File: src/rtl/sysid_check_master_pkg.sv
// Shared definitions for the system-ID check master: sequencer state encoding,
// sysid register word offsets and the timeout counter sizing helper.
package sysid_check_master_pkg;

  localparam logic [2:0] ST_IDLE    = 3'd0;
  localparam logic [2:0] ST_ID_REQ  = 3'd1;
  localparam logic [2:0] ST_ID_WAIT = 3'd2;
  localparam logic [2:0] ST_TS_REQ  = 3'd3;
  localparam logic [2:0] ST_TS_WAIT = 3'd4;
  localparam logic [2:0] ST_DONE    = 3'd5;

  localparam int unsigned SYSID_ID_ADDR = 0;
  localparam int unsigned SYSID_TS_ADDR = 1;

  // Counter must hold TIMEOUT_CYC and never be narrower than 8 bits.
  function automatic int unsigned cnt_width(input int unsigned cyc);
    return ($clog2(cyc + 1) > 8) ? $clog2(cyc + 1) : 8;
  endfunction

endpackage

File: src/rtl/sysid_check_master_if.sv
// Avalon-MM read-only bus between the check master and the sysid slave.
interface sysid_check_master_if #(
  parameter int unsigned ADDR_W = 1
);
  logic [ADDR_W-1:0] av_address;
  logic              av_read;
  logic              av_waitrequest;
  logic [31:0]       av_readdata;
  logic              av_readdatavalid;

  modport master (
    output av_address, av_read,
    input  av_waitrequest, av_readdata, av_readdatavalid
  );

  modport slave (
    input  av_address, av_read,
    output av_waitrequest, av_readdata, av_readdatavalid
  );
endinterface

File: src/rtl/sysid_check_master_avmm_single_read.sv
// One Avalon-MM read: issue, hold under waitrequest, capture data, and abort
// after TIMEOUT_CYC cycles measured from the first av_read cycle.
module avmm_single_read
  import sysid_check_master_pkg::*;
#(
  parameter int unsigned ADDR_W      = 1,
  parameter bit          USE_RDV     = 1'b1,
  parameter int unsigned TIMEOUT_CYC = 255
) (
  input  logic                clock,
  input  logic                reset,
  sysid_check_master_if.master av,
  input  logic                issue,
  input  logic [ADDR_W-1:0]   issue_addr,
  output logic                accept,
  output logic                capture,
  output logic                expire,
  output logic [31:0]         data
);

  localparam int unsigned      CNT_W    = cnt_width(TIMEOUT_CYC);
  localparam logic [CNT_W-1:0] CNT_LAST = CNT_W'(TIMEOUT_CYC - 1);

  logic              rd_q;
  logic              wait_q;
  logic [ADDR_W-1:0] addr_q;
  logic [CNT_W-1:0]  cnt_q;
  logic              active;

  assign av.av_read    = rd_q;
  assign av.av_address = addr_q;
  assign data          = av.av_readdata;

  assign accept  = rd_q & ~av.av_waitrequest;
  assign capture = USE_RDV ? (wait_q & av.av_readdatavalid) : accept;
  assign active  = rd_q | wait_q;
  // A capture on the expiry cycle takes priority over the timeout.
  assign expire  = active & ~capture & (cnt_q == CNT_LAST);

  // Later assignments override earlier ones: issue beats the accept/capture
  // drop so back-to-back reads keep av_read high without a gap.
  always_ff @(posedge clock or posedge reset) begin
    if (reset) begin
      rd_q   <= 1'b0;
      wait_q <= 1'b0;
      addr_q <= '0;
      cnt_q  <= '0;
    end else begin
      if (active) cnt_q <= cnt_q + 1'b1;
      if (accept) begin
        rd_q   <= 1'b0;
        wait_q <= USE_RDV;
      end
      if (capture || expire) begin
        rd_q   <= 1'b0;
        wait_q <= 1'b0;
      end
      if (issue) begin
        rd_q   <= 1'b1;
        wait_q <= 1'b0;
        addr_q <= issue_addr;
        cnt_q  <= '0;
      end
    end
  end

endmodule

File: src/rtl/sysid_check_master.sv
// Reads the sysid ID and timestamp words over Avalon-MM and reports whether
// they match the build-time expected values, or that the sequence timed out.
module sysid_check_master
  import sysid_check_master_pkg::*;
#(
  parameter int unsigned ADDR_W      = 1,
  parameter int unsigned ID_ADDR     = SYSID_ID_ADDR,
  parameter int unsigned TS_ADDR     = SYSID_TS_ADDR,
  parameter logic [31:0] EXPECTED_ID = 32'd0,
  parameter logic [31:0] EXPECTED_TS = 32'd1457099724,
  parameter bit          USE_RDV     = 1'b1,
  parameter int unsigned TIMEOUT_CYC = 255
) (
  input  logic                 clock,
  input  logic                 reset,
  input  logic                 start,
  sysid_check_master_if.master av,
  output logic                 busy,
  output logic                 done,
  output logic                 id_ok,
  output logic                 ts_ok,
  output logic                 timeout,
  output logic [31:0]          id_value,
  output logic [31:0]          ts_value
);

  logic [2:0]        state_q;
  logic              idle_or_done;
  logic              issue;
  logic [ADDR_W-1:0] issue_addr;
  logic              accept;
  logic              capture;
  logic              expire;
  logic [31:0]       rd_data;

  assign idle_or_done = (state_q == ST_IDLE) || (state_q == ST_DONE);
  assign busy         = ~idle_or_done;

  always_comb begin
    issue      = 1'b0;
    issue_addr = ADDR_W'(ID_ADDR);
    if (start && idle_or_done) begin
      issue = 1'b1;
    end else if (capture && ((state_q == ST_ID_REQ) || (state_q == ST_ID_WAIT))) begin
      issue      = 1'b1;
      issue_addr = ADDR_W'(TS_ADDR);
    end
  end

  avmm_single_read #(
    .ADDR_W      (ADDR_W),
    .USE_RDV     (USE_RDV),
    .TIMEOUT_CYC (TIMEOUT_CYC)
  ) u_read (
    .clock      (clock),
    .reset      (reset),
    .av         (av),
    .issue      (issue),
    .issue_addr (issue_addr),
    .accept     (accept),
    .capture    (capture),
    .expire     (expire),
    .data       (rd_data)
  );

  always_ff @(posedge clock or posedge reset) begin
    if (reset) begin
      state_q  <= ST_IDLE;
      done     <= 1'b0;
      id_ok    <= 1'b0;
      ts_ok    <= 1'b0;
      timeout  <= 1'b0;
      id_value <= '0;
      ts_value <= '0;
    end else begin
      case (state_q)
        ST_IDLE, ST_DONE: begin
          if (start) begin
            state_q  <= ST_ID_REQ;
            done     <= 1'b0;
            id_ok    <= 1'b0;
            ts_ok    <= 1'b0;
            timeout  <= 1'b0;
            id_value <= '0;
            ts_value <= '0;
          end
        end
        ST_ID_REQ, ST_ID_WAIT: begin
          if (capture) begin
            id_value <= rd_data;
            state_q  <= ST_TS_REQ;
          end else if (expire) begin
            state_q <= ST_DONE;
            done    <= 1'b1;
            timeout <= 1'b1;
          end else if (accept) begin
            state_q <= ST_ID_WAIT;
          end
        end
        ST_TS_REQ, ST_TS_WAIT: begin
          if (capture) begin
            ts_value <= rd_data;
            id_ok    <= (id_value == EXPECTED_ID);
            ts_ok    <= (rd_data == EXPECTED_TS);
            state_q  <= ST_DONE;
            done     <= 1'b1;
          end else if (expire) begin
            state_q <= ST_DONE;
            done    <= 1'b1;
            timeout <= 1'b1;
          end else if (accept) begin
            state_q <= ST_TS_WAIT;
          end
        end
        default: state_q <= ST_IDLE;
      endcase
    end
  end

endmodule

File: src/flat_wrapper.sv
// flat-port wrapper written by rule: the top's interface ports become plain ports
module sysid_check_master_flat import sysid_check_master_pkg::*;
#(
  parameter int unsigned ADDR_W      = 1,
  parameter int unsigned ID_ADDR     = SYSID_ID_ADDR,
  parameter int unsigned TS_ADDR     = SYSID_TS_ADDR,
  parameter logic [31:0] EXPECTED_ID = 32'd0,
  parameter logic [31:0] EXPECTED_TS = 32'd1457099724,
  parameter bit          USE_RDV     = 1'b1,
  parameter int unsigned TIMEOUT_CYC = 255
)
  (clock, reset, start, busy, done, id_ok, ts_ok, timeout, id_value, ts_value, av_av_address, av_av_read, av_av_waitrequest, av_av_readdata, av_av_readdatavalid);
  sysid_check_master_if #(.ADDR_W(ADDR_W)) av_i ();
  input  logic clock;
  input  logic reset;
  input  logic start;
  output logic busy;
  output logic done;
  output logic id_ok;
  output logic ts_ok;
  output logic timeout;
  output logic [31:0] id_value;
  output logic [31:0] ts_value;
  output wire logic [$bits(av_i.av_address)-1:0] av_av_address;
  output wire logic [$bits(av_i.av_read)-1:0] av_av_read;
  input wire logic [$bits(av_i.av_waitrequest)-1:0] av_av_waitrequest;
  input wire logic [$bits(av_i.av_readdata)-1:0] av_av_readdata;
  input wire logic [$bits(av_i.av_readdatavalid)-1:0] av_av_readdatavalid;
  assign av_av_address = av_i.av_address;
  assign av_av_read = av_i.av_read;
  assign av_i.av_waitrequest = av_av_waitrequest;
  assign av_i.av_readdata = av_av_readdata;
  assign av_i.av_readdatavalid = av_av_readdatavalid;
  sysid_check_master #(.ADDR_W(ADDR_W), .ID_ADDR(ID_ADDR), .TS_ADDR(TS_ADDR), .EXPECTED_ID(EXPECTED_ID), .EXPECTED_TS(EXPECTED_TS), .USE_RDV(USE_RDV), .TIMEOUT_CYC(TIMEOUT_CYC)) u_core (.clock(clock), .reset(reset), .start(start), .av(av_i), .busy(busy), .done(done), .id_ok(id_ok), .ts_ok(ts_ok), .timeout(timeout), .id_value(id_value), .ts_value(ts_value));
endmodule
File: config.mk
export PLATFORM = sky130hd
export DESIGN_NAME = sysid_check_master_flat
export DESIGN_NICKNAME = d
export VERILOG_FILES = /design/src/rtl/sysid_check_master_pkg.sv /design/src/rtl/sysid_check_master_if.sv /design/src/rtl/sysid_check_master_avmm_single_read.sv /design/src/rtl/sysid_check_master.sv /design/src/flat_wrapper.sv
export SDC_FILE = /design/constraint.sdc
export NUM_CORES = 1
export LEC_CHECK = 0
export CELL_PAD_IN_SITES_DETAIL_PLACEMENT = 0
export CELL_PAD_IN_SITES_GLOBAL_PLACEMENT = 1
export CORE_MARGIN = 2
export CORE_UTILIZATION = 25
export CTS_BUF_LIST = sky130_fd_sc_hd__clkbuf_4 sky130_fd_sc_hd__clkbuf_8
export DETAILED_ROUTE_END_ITERATION = 10
export DONT_BUFFER_PORTS = 1
export MAX_ROUTING_LAYER = met4
export PLACE_DENSITY = 0.48
export SETUP_SLACK_MARGIN = 0.2
export SLEW_MARGIN = 20
export SYNTH_ARGS = -nofsm -noshare
export SYNTH_HDL_FRONTEND = slang
export SYNTH_SLANG_ARGS = --single-unit
File: constraint.sdc
create_clock -name clock -period 3.9 [get_ports clock]
set_clock_uncertainty 0.15 [all_clocks]
set_input_delay 0 -clock clock [delete_from_list [all_inputs] [get_ports clock]]
set_output_delay 0 -clock clock [all_outputs]
set_load 0.03 [all_outputs]
## Yosys cells after proc, flatten, opt, wreduce, memory -nomap -nowiden

Cells that the tools add are included.
W data, S select, Z words.

| word-level totals | value |
|---|---|
| output and inout port bits | 71 |
| register bits | 82 |

| cells by class | value |
|---|---|
| reduce and logical (&&, ||, !) cells | 22 |
| bitwise logic cells | 8 |
| $add $sub $neg | 1 |
| muxes and demuxes | 35 |
| equal/unequal tests | 15 |

Operators with widths:

| kind | count |
|---|---|
| $pmux W32 S2 | 2 |
| $mux W32 | 2 |
| $eq A32 B31 Y1 const B | 1 |
| $logic_not A32 Y1 | 1 |
| $mux W3 | 7 |
| $mux W1 | 17 |
| $mux W8 | 2 |
| $reduce_and A3 Y1 | 4 |
| $pmux W3 S3 | 1 |
| $add A8 B1 Y8 const B | 1 |
| $eq A8 B8 Y1 const B | 1 |
| $ne A4 B2 Y1 const B | 2 |
| $reduce_bool A2 Y1 | 4 |
| $eq A3 B2 Y1 const B | 2 |
| $eq A3 B3 Y1 const B | 2 |
| $ne A2 B1 Y1 const B | 3 |
| $ne A2 B2 Y1 const B | 3 |
| $pmux W1 S2 | 3 |
| $reduce_bool A3 Y1 | 2 |
| $reduce_or A2 Y1 | 3 |
| $and A1 B1 Y1 | 4 |
| $reduce_and A4 Y1 | 1 |
| $reduce_or A4 Y1 | 1 |
| $eq A3 B1 Y1 const B | 1 |
| 6 further kinds | 11 |

## Depth between registers and ports, before layout

Gate-level depths: netlist of run 1.

| depth | value |
|---|---|
| depth after elaboration | 7 |
| depth in mapped cells | 7 |

## Modules after synthesis

From an unflattened synthesis of run 1, not the netlist that was laid out.

| unflattened totals | value |
|---|---|
| cells, all modules | 449 |
| area, all modules | 4,169.0 sq um |

Modules (own cells, without submodules):

| module | times used | area an instance (sq um) | cells an instance | sequential area each (sq um) |
|---|---|---|---|---|
| sysid_check_master | 1 | 3,335.7 | 360 | 1,776.7 |
| avmm_single_read | 1 | 833.3 | 89 | 275.3 |

## Least setup slack after synthesis of run 1

No wires, ideal clock.

| timing path | value |
|---|---|
| path kind | register to register |
| start | reg u_core.state_q[0] |
| end | reg u_core.id_ok |
| path buffers | 2 |
| library setup time | 125 ps |
| required time | 3,625 ps |
| stages on the path, launching flop included | 7 |
| setup slack | 2,133 ps |
| clock period less this slack | 1,767 ps |
| arrival time | 1,492 ps |
| cells stage by stage | dfrtp_1 buf_6 nor3b_1 a21o_1 buf_6 a21o_4 mux2_4 |

| between the ends | value |
|---|---|
| word-level cells in the longest chain between the ends | 4 |
| elaborated cells on any way between the ends | 11 |
| those cells by class | eq/ne (5); mux (1); reduce/logical (5) |

Ends and longest elaborated chain:

| item | line | source |
|---|---|---|
| start: declaration | sysid_check_master.sv:27 | `logic [2:0] state_q;` |
| start signal: assignment | sysid_check_master.sv:68 | `state_q <= ST_IDLE;` |
| start signal: assignment | sysid_check_master.sv:79 | `state_q <= ST_ID_REQ;` |
| start signal: assignment | sysid_check_master.sv:91 | `state_q <= ST_TS_REQ;` |
| $eq A3 B2 Y1, or another cell as far along | sysid_check_master.sv:76 | `case (state_q)` |
| $reduce_or A2 Y1 | sysid_check_master.sv:76 |  |
| $ne A2 B1 Y1 (no line), or another cell as far along | -- |  |
| $reduce_and A3 Y1 (no line) | -- |  |
| end signal: assignment | sysid_check_master.sv:103 | `id_ok <= (id_value == EXPECTED_ID);` |
| end: declaration | sysid_check_master.sv:20 | `output logic id_ok,` |

Several ways; a longest one is shown, not always the timed one.
A chain may end at the register's enable or synchronous reset.

## Worst setup path in the final report of run 1

| timing path | value |
|---|---|
| start | reg u_core.state_q[2] |
| end | reg u_core.id_ok |

The elaborated chain is that of the path after synthesis.

==> results of run 1 <==
[stage by stage]
| stage | cell area (µm²) | util | power (mW) | hold WS [ns] | setup slack (ns) |
|---|---|---|---|---|---|
| 2_1_floorplan | 4000 | - | 3.10 | -0.0140 | 1.64 |
| 3_3_place_gp | 4150 | 0.263 | 3.43 | -0.0615 | 1.36 |
| 3_5_place_dp | 4150 | 0.263 | 3.45 | -0.0470 | 1.28 |
| 4_1_cts | 4690 | 0.297 | 4.08 | 0.123 | 1.28 |
| 5_1_grt | 4690 | 0.297 | 4.32 | 0.173 | 1.09 |
| 6_report | 4690 | 0.297 | 4.01 | 0.105 | 1.27 |
[metal layers]
layer | track usage | vias to the layer above | wire length (µm)
met4 | 0.0594 | 0 | 160
li1 | - | 1475 | -
met5 | - | - | 0
met1 | 0.171 | 1499 | 4860
met3 | 0.0562 | 11 | 1040
met2 | 0.228 | 86 | 5650
[report_power, final]
group / total, mW / internal (mW) / switching, mW
clock network: 0.558 / 0.247 / 0.311
registers: 2.09 / 1.17 / 0.927
logic: 1.36 / 0.485 / 0.874
total: 4.01 / 1.90 / 2.11
[worst max-delay path by stage]
stage	start	slack, ns	end
after global routing	u_core.state_q[2]$_DFFE_PP0P_	1.09	u_core.id_ok$_DFFE_PP0P_
after detailed placement	u_core.state_q[2]$_DFFE_PP0P_	1.28	u_core.id_ok$_DFFE_PP0P_
after global placement	u_core.state_q[2]$_DFFE_PP0P_	1.36	u_core.id_ok$_DFFE_PP0P_
after CTS	u_core.state_q[2]$_DFFE_PP0P_	1.28	u_core.id_ok$_DFFE_PP0P_
final	u_core.state_q[2]$_DFFE_PP0P_	1.27	u_core.id_ok$_DFFE_PP0P_
after floorplan	reset	1.64	u_core.done$_DFFE_PP0P_
[worst max-delay path: cells and delay by family (launching register included)]
kind | cells | cell delay [ns]
AOI/OAI and AO/OA | 2 | 0.68
buffers and inverters | 1 | 0.34
DFF | 1 | 0.59
muxes | 1 | 0.34
and+or+nand+nor | 1 | 0.41
[cells in the mapped netlist (2+ instances only)]
cell      number
a21o_1         2
nor4_1        11
a21oi_1        6
nor3_1         5
xor2_1         5
ha_1           2
o211ai_1      31
clkbuf_1       6
xnor2_1        5
inv_1         37
buf_6          5
nor3b_1        2
o21ai_0       40
nand4_1        6
nand2b_1       3
o31ai_1        2
dfrtp_1       82
nor2b_1        4
nand3_1        3
nand2_1       74
nor2_1        16
a211oi_1       2
buf_2         17
o21ai_2       30
[kinds of logic after synthesis]
logic type,Yosys count,share of synthesized area
buffers and inverters,66,0.0776
adder cells (fa/ha/maj),2,0.00626
multiplexers,2,0.00626
AO/OA/AOI/OAI,119,0.210
AND/OR/NAND/NOR,136,0.165
XOR/XNOR,10,0.0219
flip-flops,82,0.513
[state kept, by name, indices dropped and copies added (netlist names)]
signal,flops
u_core.u_read.wait_q,1
u_core.u_read.av.av_read,1
u_core.done,1
u_core.ts_value,32
u_core.id_value,32
u_core.u_read.av.av_address,1
u_core.ts_ok,1
u_core.state_q,3
u_core.id_ok,1
u_core.timeout,1
u_core.u_read.cnt_q,8
[area by class of cell]
| cell class | count | area (µm²) |
|---|---|---|
| fill | 1722 | 11100 |
| sequential | 82 | 2050 |
| multi-input combinational | 269 | 1650 |
| timing repair buffer | 42 | 408 |
| tap | 216 | 270 |
| clock buffer | 11 | 145 |
| inverter | 37 | 140 |
| clock inverter | 3 | 17.5 |
==> results.md, run 1 <==
* All-Layer GR Usage at 0.146
* TritonCTS clock tree: built
* Most used DFF post-synth: dfrtp_1
* Final Slew Violations at 0
* Distinct cell type count after synthesis at 45
* Clock-pin slew on the worst setup and hold paths at 0.08 ns
* Remaining global-route overflow at 0
* Global-route wire length before repair at between 15000 and 20000 µm
* Fin nets at 480
* Most common cell after layout, fill and taps aside: dfrtp_1
* Initial antenna violation count at 0
* I/O pin count at between 100 and 150
* Syn Nets at 456
* GP Congestion at approximately 0.76
* RSZ-0062 raised after global routing: no
* Critical R2R Capture: u_core.id_ok$_DFFE_PP0P_
* Largest fanout on the critical path at 36
* Status: completed
* Slowest cell on crit path: dfrtp_1
* Fmax at 0.381 GHz
* Clk root buf: clkbuf_8
* Post-synth EDFFs at 0
* Largest area contributor in the netlist: dfrtp_1
* Clk_lat worst skew at between 0.3 and 0.4 ns
* Buffers on Ports at 0
* Total die area at 17000 µm²
* Worst R2R Path Depth at 5
* Drt pass-1 iters at 4
* Largest net degree at the start of global routing at 65
* CTS H-tree lvls at 3
* Data arrival, critical path at between 2 and 3 ns
* Final hold violation count at 0
* Critical Path RT at about 4.0 ns
* Routed WL per cell at 17.7 µm
* Max Cap Viol at 0
* Lkg Pwr at just under 2 nW
* Placed cells at ~600
* Synth top area share at 0.513
* CTS Buf Count at 9
* Fraction of registers with async set or reset after synthesis at 1.00
* Vias in the first global route at 3094
* Synth area leaders: dfrtp_1 51%, nand2_1 7.0%, o21ai_2 6.6%
* Synth warn at 0
* Hold Buf Count CTS at 37
* Core area at 15800 µm²
* Slew headroom at 0.427
* Fin crit period at around 2.6 ns
* PD cells at 855 nW/µm²
* Worst R2R Setup Slack at 1.27 ns
* Final setup violation count at 0
* TNS Setup at 0 ns
* Worst-Margin Slew at 0.858 ns
* DR iter-0 viols at 146
* CTS Sinks at a little over 80
* Antenna cells at 0
* Antenna-violating nets left at 0
* Initial Utilization at 0.253
* Crit-path cells: nor3b_1 -> a21o_1 -> buf_4 -> a21o_4 -> mux2_4
* Detailed placer's ending HPWL at a little over 8000 µm
* Die width at 130 µm
* Finished Layout Cells at 660
* Yosys reg bits at 82
* Synth Area per Inst at 9.58 µm²
* Post-synthesis sequential area ratio at 0.513
* Via count at 3071
* Synth Cell Area at roughly 4000 µm²
* Routed WL at 11700 µm
* Core Rows at 46
* Setup CP Type: register to register
* Via-to-Cell Ratio at roughly 4.7
* Most frequent cells in the layout: 82 x dfrtp_1, 74 x nand2_1, 40 x o21ai_0
* P&R area growth vs syn at 17.3%
* Max Buffers Root-to-Sink at 2
* RR Startpoint: u_core.state_q[2]$_DFFE_PP0P_
* Final worst path period share at 0.674
* Number of setup buffers added after CTS at 0
* CP Launch Type: register
* Peak supply drop at 0.227 mV
* Nature of the critical path endpoint: register
* Post-CTS resize count at 0
* Worst Hold Class: input pin to async pin
* Die height at approximately 130 µm
* Syn Inst Count at approximately 420
* # DRC at 0
* CP max stage delay at approximately 0.6 ns
* Layout cells sized above 1 at 0.135
Note: power is estimated with default switching activity, not from simulation.
==> run 2, diff against run 1 <==
- PLACE_DENSITY: 0.48 -> 0.5
- clock period: 3.9 -> 2.2 ns (I/O delays scaled with it)
==> run 2 against run 1 <==
  * The run now ends with hold timing left
  * First-iteration DRC count grew 16%
  * Total power grew 92%
  * Cell count grew 3.8%
  * Combinational power grew 110%
  * Utilization grew 1.8 points
  * Routed wire length grew 2.0%
  * Hold slack lost 0.14 ns
  * Largest cell class unchanged
==> results.md, run 2 (synthesis gave the netlist of run 1 again) <==
* Critical Path RT at 2.34 ns (-1.66 ns)
* Antenna-violating nets left at 0 (unchanged)
* TritonCTS clock tree: built
* RR Startpoint: u_core.state_q[1]$_DFFE_PP0P_
* RSZ-0062 raised after global routing: no
* Final worst path period share at 0.864 (+0.190)
* GP Congestion at 0.729 (-3.9%)
* Via-to-Cell Ratio at 4.56 (-2.0%)
* Vias in the first global route at 3300 (+6.7%)
* CTS H-tree lvls at 3 (unchanged)
* DR iter-0 viols at 170 (+16%)
* Lkg Pwr at 2.10 nW (+8.0%)
* Die width at 130 µm (unchanged)
* Antenna cells at 0 (unchanged)
* Global-route wire length before repair at 18700 µm (+2.6%)
* Worst hold path depth at 3
* Largest regs: u_core.id_value x32, u_core.ts_value x32, u_core.u_read.cnt_q x8
* Final setup violation count at 0 (unchanged)
* P&R area growth vs syn at 24.5%
* Core area at 15800 µm² (unchanged)
* Max Cap Viol at 0 (unchanged)
* Largest fanout on the critical path at 12 (-67%)
* Total die area at 17000 µm² (unchanged)
* Fin nets at 503 (+4.8%)
* TNS Setup at 0 ns (unchanged)
* Max Buffers Root-to-Sink at 2 (unchanged)
* Setup ws final at 0.299 ns (-0.974 ns)
* Most frequent cells in the layout: 82 x dfrtp_1, 74 x nand2_1, 40 x o21ai_0
* Final hold violation count at 1 (+1)
* PD cells at 1550 nW/µm² (+81%)
* Placed cells at 632 (+3.8%)
* Clk root buf: clkbuf_8
* Clock-pin slew on the worst setup and hold paths at 0.09 ns (about the same)
* Largest net degree at the start of global routing at 40 (-38%)
* Layout cells sized above 1 at 0.186 (+0.0504)
* Slew headroom at 0.388 (-0.0398)
* Final core occ at 0.316 (+0.0184)
* Detailed placer's ending HPWL at 8670 µm (+4.7%)
* Worst-Margin Slew at 0.917 ns (+0.0587 ns)
* Clk_lat worst skew at 0.37 ns (about the same)
* Worst Min Path Start: start
* CTS Sinks at 82 (unchanged)
* Buffers on Ports at 0 (unchanged)
* Worst R2R Setup Slack at 0.30 ns (-0.97 ns)
* Critical R2R Capture: u_core.ts_value[30]$_DFFE_PP0P_
* Routed WL per cell at 17.4 µm (-1.7%)
* Routed WL at 11900 µm (+2.0%)
* Worst hold slack at -0.0382 ns (-0.143 ns)
* Initial Utilization at 0.253 (unchanged)
* Worst Hold Class: input pin to register
* Initial antenna violation count at 0 (unchanged)
* Die height at 130 µm (unchanged)
* Fmax at 0.526 GHz (+38%)
* Failing checks: hold timing
* Remaining global-route overflow at 0 (unchanged)
* Setup CP Type: register to register
* CTS Buf Count at 9 (unchanged)
* Worst R2R Path Depth at 6 (+1)
* I/O pin count at 108 (unchanged)
* Drt pass-1 iters at 4 (unchanged)
* Final Slew Violations at 0 (unchanged)
* Fin crit period at 1.90 ns (-0.726 ns)
* Nature of the critical path endpoint: register
* Peak supply drop at 0.420 mV (+85%)
* Finished Layout Cells at 685 (+3.8%)
* CP Launch Type: register
* Pre-CTS setup slack at 0.290 ns (-0.991 ns)
* All-Layer GR Usage at 0.151 (+0.00418)
* Via count at 3124 (+1.7%)
* # DRC at 0 (unchanged)
* Data arrival, critical path at 2.04 ns (-0.68 ns)
* Status: finished, violations left
* Hold Path End: u_core.u_read.av.av_read$_DFFE_PP0P_
* Most common cell after layout, fill and taps aside: dfrtp_1
* Core Rows at 46 (unchanged)
-- run 2: cell types whose count changed in the layout (fill, tap and decap cells not counted) --
cell | before | now
clkinv_4 | 0 | 1
clkbuf_8 | 10 | 9
bufinv_16 | 0 | 2
dlygate4sd3_1 | 37 | 36
clkinv_2 | 3 | 1
clkinvlp_4 | 1 | 2
buf_12 | 0 | 4
buf_6 | 0 | 1
nor3b_1 | 2 | 1
inv_6 | 0 | 1
nor3b_2 | 0 | 1
buf_4 | 5 | 24
-- run 2: how the worst max path moves through the flow --
stage                                   from                         endpoint  cells after the start
3_3_place_gp   u_core.state_q[1]$_DFFE_PP0P_   u_core.ts_value[2]$_DFFE_PP0P_                      6
6_report       u_core.state_q[1]$_DFFE_PP0P_  u_core.ts_value[30]$_DFFE_PP0P_                      6
3_5_place_dp   u_core.state_q[1]$_DFFE_PP0P_   u_core.ts_value[2]$_DFFE_PP0P_                      6
4_1_cts        u_core.state_q[1]$_DFFE_PP0P_   u_core.ts_value[2]$_DFFE_PP0P_                      6
5_1_grt        u_core.state_q[1]$_DFFE_PP0P_  u_core.ts_value[30]$_DFFE_PP0P_                      6
2_1_floorplan  u_core.state_q[0]$_DFFE_PP0P_         u_core.id_ok$_DFFE_PP0P_                      6
-- run 2: critical path: stages (launching register included) --
cell and delay (ns):
dfrtp_1 0.46, buf_4 0.21, nand2b_1 0.19, nor3_4 0.28, a21o_4 0.18, buf_12 0.15
mux2i_1 0.20
-- run 2: metal layers --
metal  GRT usage  share of wire  routed length, µm
met1       0.178           0.43               5180
met2       0.234           0.48               5710
met4      0.0438         0.0090                107
met3      0.0656          0.080                950
met5           -              0                  0
-- run 2: cell type report --
class	instances	area, µm²
Inverter	37	143
Tap cell	216	270
Clock buffer	10	131
Clock inverter	6	90.1
Fill cell	1696	10800
Timing Repair Buffer	65	632
Multi-Input combinational cell	269	1660
Sequential cell	82	2050
-- run 2: per-stage QoR --
stage | total power, mW | cell area [µm²]
6_report | 7.70 | 4980
5_1_grt | 8.30 | 4980
4_1_cts | 7.80 | 4960
3_5_place_dp | 6.45 | 4380
3_3_place_gp | 6.40 | 4380
2_1_floorplan | 5.50 | 4000
-- run 2: repair_timing --
item                                    4_1_cts  5_1_grt
gates resized for setup                       0        2
hold buffers                                 36        0
buffers inserted                              0        1
endpoints found under the hold margin       109        0
endpoints found under the setup margin        0       34
-- run 2: where the power goes --
group / switching [mW] / total [mW] / internal, mW / leakage, nW
Sequential: 1.44 / 3.51 / 2.07 / 1.07
Clock: 0.610 / 1.27 / 0.657 / 0.110
Combinational: 1.78 / 2.92 / 1.14 / 0.916
Total: 3.83 / 7.70 / 3.87 / 2.10
==> run 3, diff against run 2 <==
- ABC_AREA: default -> 1
==> run 3 against run 2 <==
  * The run now ends clean
  * Synthesized area increased by 0.91%
  * Die area increased by 0.88%
  * First-iteration DRC count decreased by 15%
  * Critical endpoint is now u_core.id_ok$_DFFE_PP0P_
  * Highest routed layer unchanged
==> results.md, run 3 <==
* Status: completed
* Nature of the critical path endpoint: register
* Clk_lat worst skew at 0.38 ns (about the same)
* CP Launch Type: register
* Total die area at 17200 µm² (+0.88%)
* Largest regs: u_core.id_value x32, u_core.ts_value x32, u_core.u_read.cnt_q x8
* Detailed placer's ending HPWL at 7930 µm (-8.6%)
* Vias in the first global route at 2999 (-9.1%)
* Peak supply drop at 0.685 mV (+63%)
* Fmax at 0.543 GHz (+3.1%)
* Antenna cells at 0 (unchanged)
* PD cells at 1440 nW/µm² (-7.1%)
* Max Cap Viol at 0 (unchanged)
* Crit-path cells: o21ai_2 -> nand2_4 -> nor2_2 -> inv_2 -> nand2_2 -> buf_12 -> inv_1 -> nand2_1 -> nand2_1
* Post-synthesis sequential area ratio at 0.509 (-0.00462)
* Total power draw at 7.04 mW (-8.5%)
* Fill cells at 1704 (+0.47%)
* Clock-pin slew on the worst setup and hold paths at 0.09 ns (about the same)
* Synth area leaders: dfrtp_1 51%, nand2_1 11%, nand3_2 6.0%
* RR Startpoint: u_core.state_q[0]$_DFFE_PP0P_
* Switching fraction of total power at 0.480 (-0.0175)
* Layout cells sized above 1 at 0.187 (+0.00111)
* FF+latch area at 2050 µm² (unchanged)
* Data arrival, critical path at 1.97 ns (-0.07 ns)
* Setup crit start: u_core.state_q[0]$_DFFE_PP0P_
* Slowest cell on crit path: dfrtp_1
* Pre-CTS setup slack at 0.326 ns (+0.0359 ns)
* Final Slew Violations at 0 (unchanged)
* Initial Utilization at 0.255 (+0.00137)
* Synth Area per Inst at 8.92 µm² (-6.9%)
* I/O pin count at 108 (unchanged)
* Synth top area share at 0.509 (-0.00462)
* Routed WL per cell at 15.8 µm (-9.4%)
* Post-synth top cells: 114 x nand2_1, 82 x dfrtp_1, 48 x inv_1
* TNS Setup at 0 ns (unchanged)
* CP max stage delay at 0.46 ns (about the same)
* WP depth at 9 (+3)
* Distinct cell type count after synthesis at 30 (-33%)
* Number of setup buffers added after CTS at 0 (unchanged)
* DR iter-0 viols at 144 (-15%)
* Largest area contributor in the netlist: dfrtp_1
* WL met3 at 826 µm (-13%)
* RSZ-0062 raised after global routing: no
* Drt pass-1 iters at 4 (unchanged)
* WL met2 at 5270 µm (-7.6%)
* CTS Sinks at 82 (unchanged)
* Syn Nets at 491 (+7.7%)
* Core area at 15800 µm² (+0.37%)
* CTS H-tree lvls at 3 (unchanged)
* Placed cells at 657 (+4.0%)
* Final worst path period share at 0.838 (-0.0263)
* Most used DFF post-synth: dfrtp_1
* Internal power at 3.66 mW (-5.4%)
* Die width at 131 µm (+0.44%)
* TritonCTS clock tree: built
* Most frequent cell after synthesis: nand2_1
* Post-synth EDFFs at 0 (unchanged)
* Final std cell area, no fill at 4900 µm² (-1.6%)
* Max Buffers Root-to-Sink at 2 (unchanged)
* Slew headroom at 0.575 (+0.187)
* Worst R2R Path Depth at 9 (+3)
* Final setup violation count at 0 (unchanged)
* # DRC at 0 (unchanged)
* Most frequent cells in the layout: 114 x nand2_1, 82 x dfrtp_1, 47 x inv_1
* Final core occ at 0.310 (-0.00605)
* Fraction of registers with async set or reset after synthesis at 1.00 (unchanged)
* Via-to-Cell Ratio at 4.28 (-6.2%)
* Initial antenna violation count at 0 (unchanged)
* Max layer used: met4
* Setup CP Type: register to register
* Fin nets at 528 (+5.0%)
* Synth Cell Area at 4030 µm² (+0.91%)
* Multi-input gate area at 1620 µm² (-2.3%)
* Clk root buf: clkbuf_8
* Most common cell after layout, fill and taps aside: nand2_1
* Die height at 131 µm (+0.44%)
* Largest net degree at the start of global routing at 67 (+68%)
* Finished Layout Cells at 709 (+3.5%)
* Fin crit period at 1.84 ns (-0.0579 ns)
* Reg power frac at 0.407 (-0.049)
* Lkg Pwr at 2.15 nW (+2.6%)
* WP buf/inv at 3 (+1)
* Worst hold slack at 0.0330 ns (+0.0713 ns)
* Critical R2R Capture: u_core.id_ok$_DFFE_PP0P_
* DP Area at 4250 µm² (-3.0%)
* CP most frequent cell: nand2_1
* Routed WL at 11200 µm (-6.2%)
* Critical Path RT at 2.33 ns (about the same)
* All-Layer GR Usage at 0.137 (-0.0135)
* Worst Hold Class: input pin to async pin
* Antenna-violating nets left at 0 (unchanged)
* Worst-Margin Slew at 0.637 ns (-0.280 ns)
* Part of the power in combinational logic at 0.385 (+0.006)
* Delay-heaviest family, CP: simple AND/OR/NAND/NOR gates
* Setup ws final at 0.357 ns (+0.0579 ns)
* Largest fanout on the critical path at 66 (+54)
* Remaining global-route overflow at 0 (unchanged)
* Via count at 3033 (-2.9%)
* Clk network pwr share at 0.208 (+0.043)
* Post-Route M1 WL at 4890 µm (-5.5%)
* Global-route wire length before repair at 16900 µm (-9.5%)
* Synth warn at 0 (unchanged)
* P&R area growth vs syn at 21.5%
* Worst R2R Setup Slack at 0.36 ns (+0.06 ns)
* Core Rows at 46 (unchanged)
* GP Congestion at 0.715 (-1.9%)
* Psw at 3.38 mW (-12%)
* Final hold violation count at 0 (-1)
* Yosys reg bits at 82 (unchanged)
* Syn Inst Count at 452 (+8.4%)
* CTS Buf Count at 9 (unchanged)
* Buffers on Ports at 0 (unchanged)
==> run 3: cell types whose count changed in the layout (fill, tap and decap cells not counted), sizes merged, moves of 3 or more <==
cell,change
o21ai,-3
nor4,-12
nand3,+38
nor2,+24
buf,-20
o211ai,-31
xnor2,-3
nand4,+3
a21o,-3
nand2b,-3
inv,+14
nor2b,-5
nand2,+46
==> run 3: area by class of cell <==
cell class / instances / share of cell area
Clock inverter: 5 / 0.0260
Multi-Input combinational cell: 298 / 0.331
Timing Repair Buffer: 46 / 0.102
Sequential cell: 82 / 0.419
Tap cell: 216 / 0.0552
Inverter: 52 / 0.0406
Clock buffer: 10 / 0.0268
==> run 3: per-layer routing <==
| metal | GRT usage | up-vias |
|---|---|---|
| li1 | - | 1528 |
| met1 | 0.165 | 1425 |
| met2 | 0.208 | 67 |
| met3 | 0.0493 | 13 |
| met4 | 0.0582 | 0 |
| met5 | - | - |
==> run 3: logic make-up (layout without fill, tap and decap cells) <==
family / Yosys count / after routing / share of synthesized area
compound gates: 73 / 73 / 0.117
buf+inv: 72 / 113 / 0.0890
simple gates: 218 / 218 / 0.268
flops: 82 / 82 / 0.509
xor+xnor: 5 / 5 / 0.0109
fa+ha+maj: 2 / 2 / 0.00620
==> run 3: what timing repair did <==
| item | 4_1_cts | 5_1_grt |
|---|---|---|
| endpoints found under the setup margin | 0 | 8 |
| gates resized for setup | 0 | 1 |
| hold buffers | 36 | 0 |
| endpoints found under the hold margin | 157 | 0 |
==> run 3: power by group through the flow <==
stage / clock [mW] / combinational (mW) / sequential (mW)
after floorplan: 0 / 2.24 / 2.79
after global placement: 0 / 2.58 / 2.91
after detailed placement: 0 / 2.60 / 2.92
after CTS: 1.52 / 2.69 / 2.89
after global routing: 1.59 / 3.07 / 2.93
final: 1.46 / 2.71 / 2.87
==> run 3: worst max-delay path by stage <==
| stage | slack (ns) | to |
|---|---|---|
| after detailed placement | 0.33 | u_core.id_value[14]$_DFFE_PP0P_ |
| after floorplan | 0.56 | u_core.ts_value[10]$_DFFE_PP0P_ |
| final | 0.36 | u_core.id_ok$_DFFE_PP0P_ |
| after CTS | 0.30 | u_core.id_value[14]$_DFFE_PP0P_ |
| after global placement | 0.37 | u_core.id_ok$_DFFE_PP0P_ |
| after global routing | 0.22 | u_core.id_value[31]$_DFFE_PP0P_ |
